**src/rtl/argmax_classifier.sv**
```systemverilog
// argmax_classifier
//   Final classification stage behind the dense layer. An accepted start
//   snapshots the logit vector. The block then scans one element per cycle
//   and tracks the best and second-best logits. It reports the winning
//   index, the maximum value, the top-2 margin and a low-confidence flag,
//   and pulses done when these results are updated.
//
// Ports
//   clk          rising-edge clock
//   reset        asynchronous active-high reset
//   start        single-cycle request, honoured only while idle
//   in_vec       IN_DIM signed logits, sampled on an accepted start
//   class_idx    index of the maximum logit (lowest index wins ties)
//   max_val      signed maximum logit
//   margin       unsigned max - second max, DATA_WIDTH+1 bits
//   low_conf     margin < MARGIN_THRESH
//   busy         high while scanning or finishing
//   result_valid results valid, held until the next accepted start
//   done         one-cycle pulse when results are updated
module argmax_classifier #(
  parameter int DATA_WIDTH    = 16,
  parameter int IN_DIM        = 10,
  parameter int IDX_W         = $clog2(IN_DIM),
  parameter int MARGIN_THRESH = 128
) (
  input  logic                         clk,
  input  logic                         reset,
  input  logic                         start,
  input  logic signed [DATA_WIDTH-1:0] in_vec [IN_DIM],
  output logic        [IDX_W-1:0]      class_idx,
  output logic signed [DATA_WIDTH-1:0] max_val,
  output logic        [DATA_WIDTH:0]   margin,
  output logic                         low_conf,
  output logic                         busy,
  output logic                         result_valid,
  output logic                         done
);

  if (IN_DIM < 2) begin : g_bad_dim
    $error("argmax_classifier: IN_DIM must be at least 2");
  end

  localparam logic [1:0] ST_IDLE   = 2'd0;
  localparam logic [1:0] ST_SCAN   = 2'd1;
  localparam logic [1:0] ST_FINISH = 2'd2;

  localparam logic signed [DATA_WIDTH-1:0] MIN_VAL  = {1'b1, {(DATA_WIDTH-1){1'b0}}};
  localparam logic        [IDX_W-1:0]      LAST_IDX = IDX_W'(IN_DIM - 1);
  localparam logic        [DATA_WIDTH:0]   THRESH   = (DATA_WIDTH+1)'(MARGIN_THRESH);

  logic [1:0]                  state_q, state_d;
  logic signed [DATA_WIDTH-1:0] x_q [IN_DIM];
  logic signed [DATA_WIDTH-1:0] x_d [IN_DIM];
  logic signed [DATA_WIDTH-1:0] best_q, best_d;
  logic signed [DATA_WIDTH-1:0] second_q, second_d;
  logic [IDX_W-1:0]             best_idx_q, best_idx_d;
  logic [IDX_W-1:0]             i_q, i_d;
  logic [IDX_W-1:0]             class_idx_q, class_idx_d;
  logic signed [DATA_WIDTH-1:0] max_val_q, max_val_d;
  logic [DATA_WIDTH:0]          margin_q, margin_d;
  logic                         low_conf_q, low_conf_d;
  logic                         result_valid_q, result_valid_d;
  logic                         done_q, done_d;

  logic signed [DATA_WIDTH-1:0] elem;
  logic [DATA_WIDTH:0]          diff;

  always_comb begin
    state_d        = state_q;
    x_d            = x_q;
    best_d         = best_q;
    second_d       = second_q;
    best_idx_d     = best_idx_q;
    i_d            = i_q;
    class_idx_d    = class_idx_q;
    max_val_d      = max_val_q;
    margin_d       = margin_q;
    low_conf_d     = low_conf_q;
    result_valid_d = result_valid_q;
    done_d         = 1'b0;

    elem = x_q[i_q];
    // Sign-extend both operands by one bit; since best >= second the
    // modular difference is the exact non-negative margin.
    diff = {best_q[DATA_WIDTH-1], best_q} - {second_q[DATA_WIDTH-1], second_q};

    case (state_q)
      ST_IDLE: begin
        if (start) begin
          x_d            = in_vec;
          best_d         = in_vec[0];
          best_idx_d     = '0;
          second_d       = MIN_VAL;
          i_d            = IDX_W'(1);
          result_valid_d = 1'b0;
          state_d        = ST_SCAN;
        end
      end
      ST_SCAN: begin
        // Strict compares keep the earliest maximum; a duplicate of it
        // falls through into second.
        if (elem > best_q) begin
          second_d   = best_q;
          best_d     = elem;
          best_idx_d = i_q;
        end else if (elem > second_q) begin
          second_d = elem;
        end
        if (i_q == LAST_IDX) begin
          state_d = ST_FINISH;
        end else begin
          i_d = i_q + 1'b1;
        end
      end
      ST_FINISH: begin
        class_idx_d    = best_idx_q;
        max_val_d      = best_q;
        margin_d       = diff;
        low_conf_d     = (diff < THRESH);
        done_d         = 1'b1;
        result_valid_d = 1'b1;
        state_d        = ST_IDLE;
      end
      default: state_d = ST_IDLE;
    endcase
  end

  always_ff @(posedge clk or posedge reset) begin
    if (reset) begin
      state_q        <= ST_IDLE;
      x_q            <= '{default: '0};
      best_q         <= '0;
      second_q       <= '0;
      best_idx_q     <= '0;
      i_q            <= '0;
      class_idx_q    <= '0;
      max_val_q      <= '0;
      margin_q       <= '0;
      low_conf_q     <= 1'b0;
      result_valid_q <= 1'b0;
      done_q         <= 1'b0;
    end else begin
      state_q        <= state_d;
      x_q            <= x_d;
      best_q         <= best_d;
      second_q       <= second_d;
      best_idx_q     <= best_idx_d;
      i_q            <= i_d;
      class_idx_q    <= class_idx_d;
      max_val_q      <= max_val_d;
      margin_q       <= margin_d;
      low_conf_q     <= low_conf_d;
      result_valid_q <= result_valid_d;
      done_q         <= done_d;
    end
  end

  assign class_idx    = class_idx_q;
  assign max_val      = max_val_q;
  assign margin       = margin_q;
  assign low_conf     = low_conf_q;
  assign busy         = (state_q != ST_IDLE);
  assign result_valid = result_valid_q;
  assign done         = done_q;

endmodule

```
**config.mk**
```make
export PLATFORM = sky130hd
export DESIGN_NAME = argmax_classifier
export DESIGN_NICKNAME = d
export VERILOG_FILES = /design/src/rtl/argmax_classifier.sv
export SDC_FILE = /design/constraint.sdc
export NUM_CORES = 1
export LEC_CHECK = 0
export ABC_CLOCK_PERIOD_IN_PS = 12300
export BUFFER_PORTS_ARGS = -buffer_cell sky130_fd_sc_hd__buf_2
export CAP_MARGIN = 5
export CELL_PAD_IN_SITES_DETAIL_PLACEMENT = 2
export CELL_PAD_IN_SITES_GLOBAL_PLACEMENT = 2
export CORE_MARGIN = 1.5
export CORE_UTILIZATION = 38
export CTS_CLUSTER_DIAMETER = 80
export DETAILED_ROUTE_END_ITERATION = 6
export PLACE_DENSITY_LB_ADDON = 0.05
export SYNTH_ARGS = -nofsm -noshare
export SYNTH_HDL_FRONTEND = slang
export SYNTH_SLANG_ARGS = --single-unit
```
**constraint.sdc**
```tcl
create_clock -name clk -period 12.3 [get_ports clk]
set_clock_uncertainty 0.2 [all_clocks]
set_input_delay 2.46 -clock clk [delete_from_list [all_inputs] [get_ports clk]]
set_output_delay 2.46 -clock clk [all_outputs]
set_load 0.02 [all_outputs]
```
==> results of run 1 <==
metrics by stage:
step	std cells	setup slack [ns]	total power, mW
global route	1662	6.46	5.64
finish	1665	6.87	5.22
floorplan	1018	3.00	3.52
CTS	1660	6.73	5.31
global placement	1607	6.44	4.17
detailed placement	1607	6.44	4.29
cells in the mapped netlist, types with 2 or more instances:
cell       count  area (sq um)
buf_2         22           110
a31oi_1        3          18.8
nor2_1        23          86.3
nor3_1         7          35.0
mux2i_1       18           180
xor2_1         2          17.5
o41ai_1        2          17.5
o21a_1         4          30.0
nand4_1        8          50.1
a21o_1         6          45.0
a21boi_0       3          22.5
a211oi_1       5          37.5
buf_6          2          22.5
o21ai_0       52           260
mux2_1        22           248
ha_1          50           626
o2111ai_1      2          17.5
mux2_2       185          2080
a221oi_1      16           140
a21oi_1       35           175
dfrtp_1      242          6060
nand2_1      121           454
buf_1          5          18.8
o211ai_1       6          45.0
a211o_1        2          17.5
or2_2          2          12.5
or3_1          5          31.3
a311oi_1       2          17.5
clkbuf_1      30           113
mux4_2        32           721
nand3b_1       2          15.0
and2_1         2          12.5
nand3_1        9          45.0
nand2b_1       6          37.5
o31ai_1        3          22.5
nor2b_1        3          18.8
and3_1         2          12.5
xnor2_1        6          52.6
inv_1         47           176
kinds of logic after synthesis:
| logic type | share of synthesized area |
|---|---|
| buffers and inverters | 0.0371 |
| adder cells (fa/ha/maj) | 0.0522 |
| AND/OR/NAND/NOR | 0.0723 |
| multiplexers | 0.264 |
| AO/OA/AOI/OAI | 0.0792 |
| XOR/XNOR | 0.00567 |
| flip-flops | 0.490 |
flip-flops by register name, summed over array words and instances, names as in the netlist, 2 cells and up:
signal and flops:
best_idx_q 4, max_val 16, x_q 160, margin 17, state_q 2, best_q 16, i_q 4, second_q 16
class_idx 4
per-layer routing:
| layer | GRT usage | up-vias |
|---|---|---|
| met1 | 0.305 | 4433 |
| met3 | 0.0427 | 56 |
| met4 | 0.0577 | 12 |
| li1 | - | 4039 |
| met2 | 0.366 | 181 |
| met5 | 0 | - |
worst paths after layout:
check | from | cells after the start | slack (ns) | end
min in group asynchronous | reset | 2 | 1.86 | x_q[84]$_DFFE_PP0P_
hold / removal | max_val[12]$_DFFE_PP0P_ | 2 | 0.27 | max_val[12]$_DFFE_PP0P_
setup / recovery | i_q[0]$_DFFE_PP0P_ | 13 | 6.87 | second_q[0]$_DFFE_PP0P_
hold reg to reg | max_val[12]$_DFFE_PP0P_ | 2 | 0.27 | max_val[12]$_DFFE_PP0P_
setup reg to reg | i_q[0]$_DFFE_PP0P_ | 13 | 6.87 | second_q[0]$_DFFE_PP0P_
max in group asynchronous | reset | 3 | 8.59 | i_q[1]$_DFFE_PP0P_
worst reg2reg max path: stages (launching register included):
cell and delay (ns):
dfrtp_2 0.34, buf_4 0.70, mux4_2 0.65, a221oi_1 0.43
a21oi_1 0.17, ha_1 0.35, nor2b_4 0.14, o211ai_2 0.10
a2111oi_2 0.34, nor4b_2 0.10, mux2i_2 0.16, buf_4 0.26
a211oi_4 1.02, mux2_4 0.36
power groups by stage:
stage / clock network (mW) / logic [mW] / registers, mW
global placement: 0 / 2.73 / 1.44
CTS: 0.988 / 2.86 / 1.46
global route: 1.01 / 3.11 / 1.51
detailed placement: 0 / 2.82 / 1.47
finish: 0.959 / 2.81 / 1.46
floorplan: 0 / 2.10 / 1.42
final cells by class:
class | instances | area [sq um]
multi-input combinational | 668 | 5860
fill | 3279 | 17000
timing repair buffer | 214 | 1100
antenna | 5 | 12.5
tap | 435 | 544
sequential | 242 | 6060
clock buffer | 37 | 796
inverter | 48 | 188
clock inverter | 16 | 278
==> results.md, run 1 <==
- Worst EP required: roughly 13 ns
- Wirelength per Cell: around 22 um
- Total number of vias: around 8,700
- Top Layer Used: met5
- Synth Area per Inst: approximately 12 sq um
- Synth Cell Area: about 12,000 sq um
- Met2 WL post-DR: roughly 17,000 um
- CP Capture Type: register
- Sequential Power Share: 0.279
- Commonest non-fill, non-tap cell in the layout: dfrtp_1
- CP max stage delay: a little over 1 ns
- P&R area growth vs syn: 20.0%
- CTS Hold Bufs: 0
- Pleak: 6.79 nW
- Slowest CP cell: a211oi_4
- Placed inst area: 13,700 sq um
- Nets: between 1,000 and 1,500
- Sw Pwr: roughly 2.1 mW
- Final Cycle Share: 0.442
- Combinational share of power: 0.538
- Final Critical Period: roughly 5.4 ns
- Gate count of the mapped netlist: between 1,000 and 1,500
- Critical path class: register to register
- Util after Layout: 0.466
- Share of layout cells above drive strength 1: 0.406
- CTS clk-pin slew, worst paths: ~0.06 ns
- Vias per Instance: around 5.2
- Setup violators final: 0
- Cell Pwr Density: 352 nW/um^2
- Post-CTS setup buffer count: 0
- Crit path max fanout: 52
- Netlist cell types: 63
- Met3 WL post-DR: 1580 um
- Hold Path Class: register to register
- Initial antenna violation count: 12
- CP bufs+invs: 2
- Site Rows: 65
- GP Congestion: approximately 0.82
- Grt ovf: 0
- CORE AREA: roughly 32,000 sq um
- DRC violations left: 0
- Crit path arrival time: 5.68 ns
- Status: finished, final reports clean
- Worst-Skew Late Latency: between 0.5 and 0.6 ns
- Fin area: ~15,000 sq um
- Sw Share: 0.408
- First-pass GRT wire length: between 50,000 and 60,000 um
- Most frequent cells in the layout: 240 x dfrtp_1, 203 x buf_2, 185 x mux2_2
- Die Width: around 180 um
- Iteration-0 DRC Markers: 297
- Die area: ~34,000 sq um
- Post-DP HPWL: about 26,000 um
- Peak supply drop: about 0.00015 V
- Die Ht: about 180 um
- Max-cap viol count: 0
- Pre-antenna DRT Iters: 4
- Yosys warns: 0
- I/O pin total: 204
- Post-synth EDFFs: 0
- Most common cell on crit path: buf_4
- Antenna viol nets, final: 0
- TritonCTS Buffers: 29
- Register area share after synthesis: 0.490
- Met1 Routed Length: between 15,000 and 20,000 um
- Port Buffers: approximately 200
- GRT Util Overall: 0.224
- Fin. Hold Viols: 0
- Num Clock Sinks: between 200 and 250
- Total negative slack: 0 ns
- Worst path cell trace: buf_4 > mux4_2 > a221oi_1 > a21oi_1 > ha_1 > nor2b_4 > o211ai_2 > a2111oi_2 > nor4b_2 > mux2i_2 > buf_4 > a211oi_4 > mux2_4
- Max Clk Rate: around 180 MHz
- Largest net degree at the start of global routing: 118
- Main synth FF type: dfrtp_1
- Async set or reset register ratio after synthesis: 1.00
- RSZ-0062 raised after global routing: false
- CTS tree: done
- Least-Margin Pin Slew: 1.19 ns
- Crit start category: register
- Post_cts resized: 0
- WHS: between 0.2 and 0.3 ns
- Max_slew headroom: 0.201
- Initial Util: 0.389
- Routed wire length: 35,900 um
- Root Buffer: clkbuf_16
- Vias in the first global route: a little under 10,000
- #FFs+latches synth: ~240
- Post-synth net total: 1,232
- H-tree depth: 1
- Max-slew violations: 0
- Cell Int Power: between 3 and 4 mW
- Clock power frac: 0.184
- Max Buffers Root-to-Sink: 3
- CP delay by family, top: compound AO/OA/AOI/OAI gates
Power figures use the tool's default switching activity.
==> run 2: changes to the inputs <==
--- a/config.mk
+++ b/config.mk
@@ -5,13 +5,13 @@
 export SDC_FILE = /design/constraint.sdc
 export NUM_CORES = 1
 export LEC_CHECK = 0
-export ABC_CLOCK_PERIOD_IN_PS = 12300
+export ABC_CLOCK_PERIOD_IN_PS = 4500
 export BUFFER_PORTS_ARGS = -buffer_cell sky130_fd_sc_hd__buf_2
 export CAP_MARGIN = 5
 export CELL_PAD_IN_SITES_DETAIL_PLACEMENT = 2
 export CELL_PAD_IN_SITES_GLOBAL_PLACEMENT = 2
 export CORE_MARGIN = 1.5
-export CORE_UTILIZATION = 38
+export CORE_UTILIZATION = 34
 export CTS_CLUSTER_DIAMETER = 80
 export DETAILED_ROUTE_END_ITERATION = 6
 export PLACE_DENSITY_LB_ADDON = 0.05
==> constraint.sdc (replaced) <==
create_clock -name clk -period 4.5 [get_ports clk]
set_clock_uncertainty 0.2 [all_clocks]
set_input_delay 0.9 -clock clk [delete_from_list [all_inputs] [get_ports clk]]
set_output_delay 0.9 -clock clk [all_outputs]
set_load 0.02 [all_outputs]
==> run 2 against run 1 <==
Compared with the run above:
- setup slack lost 6.6 ns
- non-clock buffer count grew 19
- sequential power grew to 2.7 times the previous value
- final area grew 1.4%
- fmax grew 30%
- core utilization shrank 4.5 points
- sequential share of layout area shrank 0.55 points
- clock power grew to 2.5 times the previous value
- power grew to 2.8 times the previous value
- critical path type unchanged
- largest cell class unchanged
- critical path depth is the same
- register-to-register slack lost 6.6 ns
- the run now ends with DRC left
- global-route usage shrank 1.7 points
==> results.md, run 2 (synthesis results as in run 1) <==
- Max-slew violations: 0 (unchanged)
- R2r setup slk: 0.31 ns (-6.55 ns)
- CORE AREA: 35,700 sq um (+12%)
- Reg2reg start: i_q[0]$_DFFE_PP0P_
- Hold Path Class: register to register
- Combinational share of power: 0.559 (+0.021)
- Met3 GRT Util: 0.0397 (-0.00303)
- Most common cell on crit path: buf_12
- Pleak: 6.86 nW (+1.1%)
- Final Critical Period: 4.19 ns (-1.25 ns)
- Commonest non-fill, non-tap cell in the layout: dfrtp_1
- Total chip power: 14.5 mW (+180%)
- Nets: 1,437 (+1.4%)
- Slowest CP cell: mux4_2
- Port Buffers: 203 (unchanged)
- Critical path class: register to register
- Max_slew headroom: 0.385 (+0.184)
- Iteration-0 DRC Markers: 206 (-31%)
- CP delay by family, top: multiplexers
- Fin cells: 1,709 (+2.6%)
- CP Capture Type: register
- Final worst setup slack: 0.312 ns (-6.55 ns)
- First-pass GRT wire length: 60,200 um (+3.5%)
- P&R area growth vs syn: 21.6%
- Cell Int Power: 8.55 mW (+180%)
- Initial antenna violation count: 8 (-4)
- Grt ovf: 0 (unchanged)
- Final Cycle Share: 0.931 (+0.489)
- Max-cap viol count: 0 (unchanged)
- Multi-input logic area: 5860 sq um (unchanged)
- Placed Cells: 1,651 (+2.7%)
- TritonCTS Buffers: 30 (+3.4%)
- Max Clk Rate: 239 MHz (+30%)
- Pre-antenna DRT Iters: 6 (+2)
- Vias per Instance: 5.16 (-1.5%)
- Routed wire length: 38,200 um (+6.1%)
- Worst-Skew Late Latency: 0.59 ns (+0.03 ns)
- GRT Util Overall: 0.207 (-0.0167)
- Setup violators final: 0 (unchanged)
- RSZ-0062 raised after global routing: false
- Total negative slack: 0 ns (unchanged)
- Least-Margin Pin Slew: 0.922 ns (-0.272 ns)
- Violated checks: DRC
- I/O pin total: 204 (unchanged)
- Die Width: 194 um (+5.6%)
- Fin. Hold Viols: 0 (unchanged)
- Crit start category: register
- CP max stage delay: 0.53 ns (-0.48 ns)
- CTS clk-pin slew, worst paths: 0.06 ns (about the same)
- Fill cells: 3,718 (+13%)
- Hold worst-path end: margin[10]$_DFFE_PP0P_
- Sw Share: 0.408 (+0.000956)
- R2R depth: 13 (unchanged)
- Sw Pwr: 5.90 mW (+180%)
- Peak supply drop: 0.000399 V (+170%)
- Max reg flops: 160 (unchanged)
- Reg-to-Reg End: best_q[11]$_DFFE_PP0P_
- CTS Hold Bufs: 0 (unchanged)
- Site Rows: 69 (+6.2%)
- Share of layout cells above drive strength 1: 0.410 (+0.00425)
- Crit path max fanout: 28 (-46%)
- Hold Crit Depth: 2 (unchanged)
- CTS tree: done
- Placed inst area: 14,000 sq um (+2.1%)
- Dpl ws: 0.104 ns (-6.33 ns)
- Vias in the first global route: 9,717 (-0.31%)
- Total number of vias: 8,820 (+1.1%)
- Min-delay src: margin[10]$_DFFE_PP0P_
- Layer with the highest usage: met2
- Die area: 37,500 sq um (+12%)
- Worst EP required: 4.75 ns (-7.80 ns)
- Root Buffer: clkbuf_16
- Status: finished with violations
- Clock power frac: 0.166 (-0.018)
- Wirelength per Cell: 22.3 um (+3.4%)
- Post-DP HPWL: 29,100 um (+12%)
- Met2 GRT Util: 0.336 (-0.0305)
- CP bufs+invs: 2 (unchanged)
- Fin area: 15,000 sq um (+1.4%)
- Max Buffers Root-to-Sink: 3 (unchanged)
- Most flops, register: x_q
- Worst path cell trace: buf_12 > mux4_2 > a221oi_1 > a21oi_1 > ha_1 > a21o_1 > nand3_1 > a211oi_1 > nor4b_2 > mux2i_2 > a21o_2 > buf_12 > mux2_1
- Register area: 6060 sq um (unchanged)
- H-tree depth: 1 (unchanged)
- DRC violations left: 8 (+8)
- GP Congestion: 0.766 (-6.5%)
- Cell Pwr Density: 961 nW/um^2 (+170%)
- Crit path arrival time: 4.44 ns (-1.24 ns)
- Initial Util: 0.347 (-0.0421)
- Die Ht: 194 um (+5.6%)
- Num Clock Sinks: 242 (unchanged)
- Most frequent cells in the layout: 240 x dfrtp_1, 203 x buf_2, 185 x mux2_2
- Antenna viol nets, final: 0 (unchanged)
- Largest net degree at the start of global routing: 71 (-40%)
- Sequential Power Share: 0.275 (-0.004)
- M1 GR Usage: 0.289 (-0.0156)
==> run 2: changes by cell type in the layout (fill, tap and decap cells not counted), moves of 2 or more <==
cell        before  now
clkbuf_8         4    7
clkinv_4         2    0
bufinv_16        7    2
clkbuf_1         4   10
buf_4           11   19
buf_12           0   10
clkinv_2         6    2
clkinvlp_4       0    2
==> run 2: power groups by stage <==
| stage | clock network (mW) | logic (mW) | registers, mW |
|---|---|---|---|
| 2_1_floorplan | 0 | 5.73 | 3.88 |
| 3_3_place_gp | 0 | 7.90 | 3.97 |
| 3_5_place_dp | 0 | 8.09 | 4.01 |
| 4_1_cts | 2.49 | 8.18 | 3.99 |
| 5_1_grt | 2.56 | 8.90 | 4.12 |
| 6_report | 2.40 | 8.08 | 3.97 |
==> run 2: metal layers <==
metal | wire length, um | share of wire
met1 | 17900 | 0.47
met2 | 17800 | 0.47
met3 | 1710 | 0.045
met4 | 652 | 0.017
met5 | 38 | 0.0010
==> run 2: worst max path at each step <==
stage | startpoint | endpoint | slack, ns | cells past startpoint
after global placement | i_q[0]$_DFFE_PP0P_ | second_q[9]$_DFFE_PP0P_ | 0.14 | 12
after CTS | i_q[0]$_DFFE_PP0P_ | second_q[8]$_DFFE_PP0P_ | 0.06 | 12
after detailed placement | i_q[0]$_DFFE_PP0P_ | second_q[8]$_DFFE_PP0P_ | 0.10 | 12
final | i_q[0]$_DFFE_PP0P_ | best_q[11]$_DFFE_PP0P_ | 0.31 | 13
after floorplan | reset | best_idx_q[0]$_DFFE_PP0P_ | 0.22 | 1
after global routing | i_q[0]$_DFFE_PP0P_ | second_q[6]$_DFFE_PP0P_ | 0.004 | 13
==> run 2: worst register-to-register path, stage by stage (launching register included) <==
cell      delay [ns]
dfrtp_2         0.41
buf_12          0.24
mux4_2          0.56
a221oi_1        0.38
a21oi_1         0.17
ha_1            0.34
a21o_1          0.19
nand3_1         0.08
a211oi_1        0.08
nor4b_2         0.32
mux2i_2         0.35
a21o_2          0.20
buf_12          0.18
mux2_1          0.35
==> run 2: area by class of cell <==
class                           count  share of cell area
Sequential cell                   242               0.403
Clock buffer                       47              0.0588
Clock inverter                      6             0.00624
Multi-Input combinational cell    668               0.390
Tap cell                          461              0.0384
Timing Repair Buffer              233              0.0911
Inverter                           48              0.0122
Antenna cell                        4            0.000666
==> run 2: stage by stage <==
stage	hold slack (ns)	utilization
after CTS	0.280	0.421
after global routing	0.311	0.422
final	0.271	0.422
after detailed placement	0.266	0.394
after floorplan	0.232	-
after global placement	0.255	0.394
==> run 2: repair_timing <==
action,CTS,global route
endpoints found under the setup margin,0,31
resized for setup,0,1
setup buffers,0,1
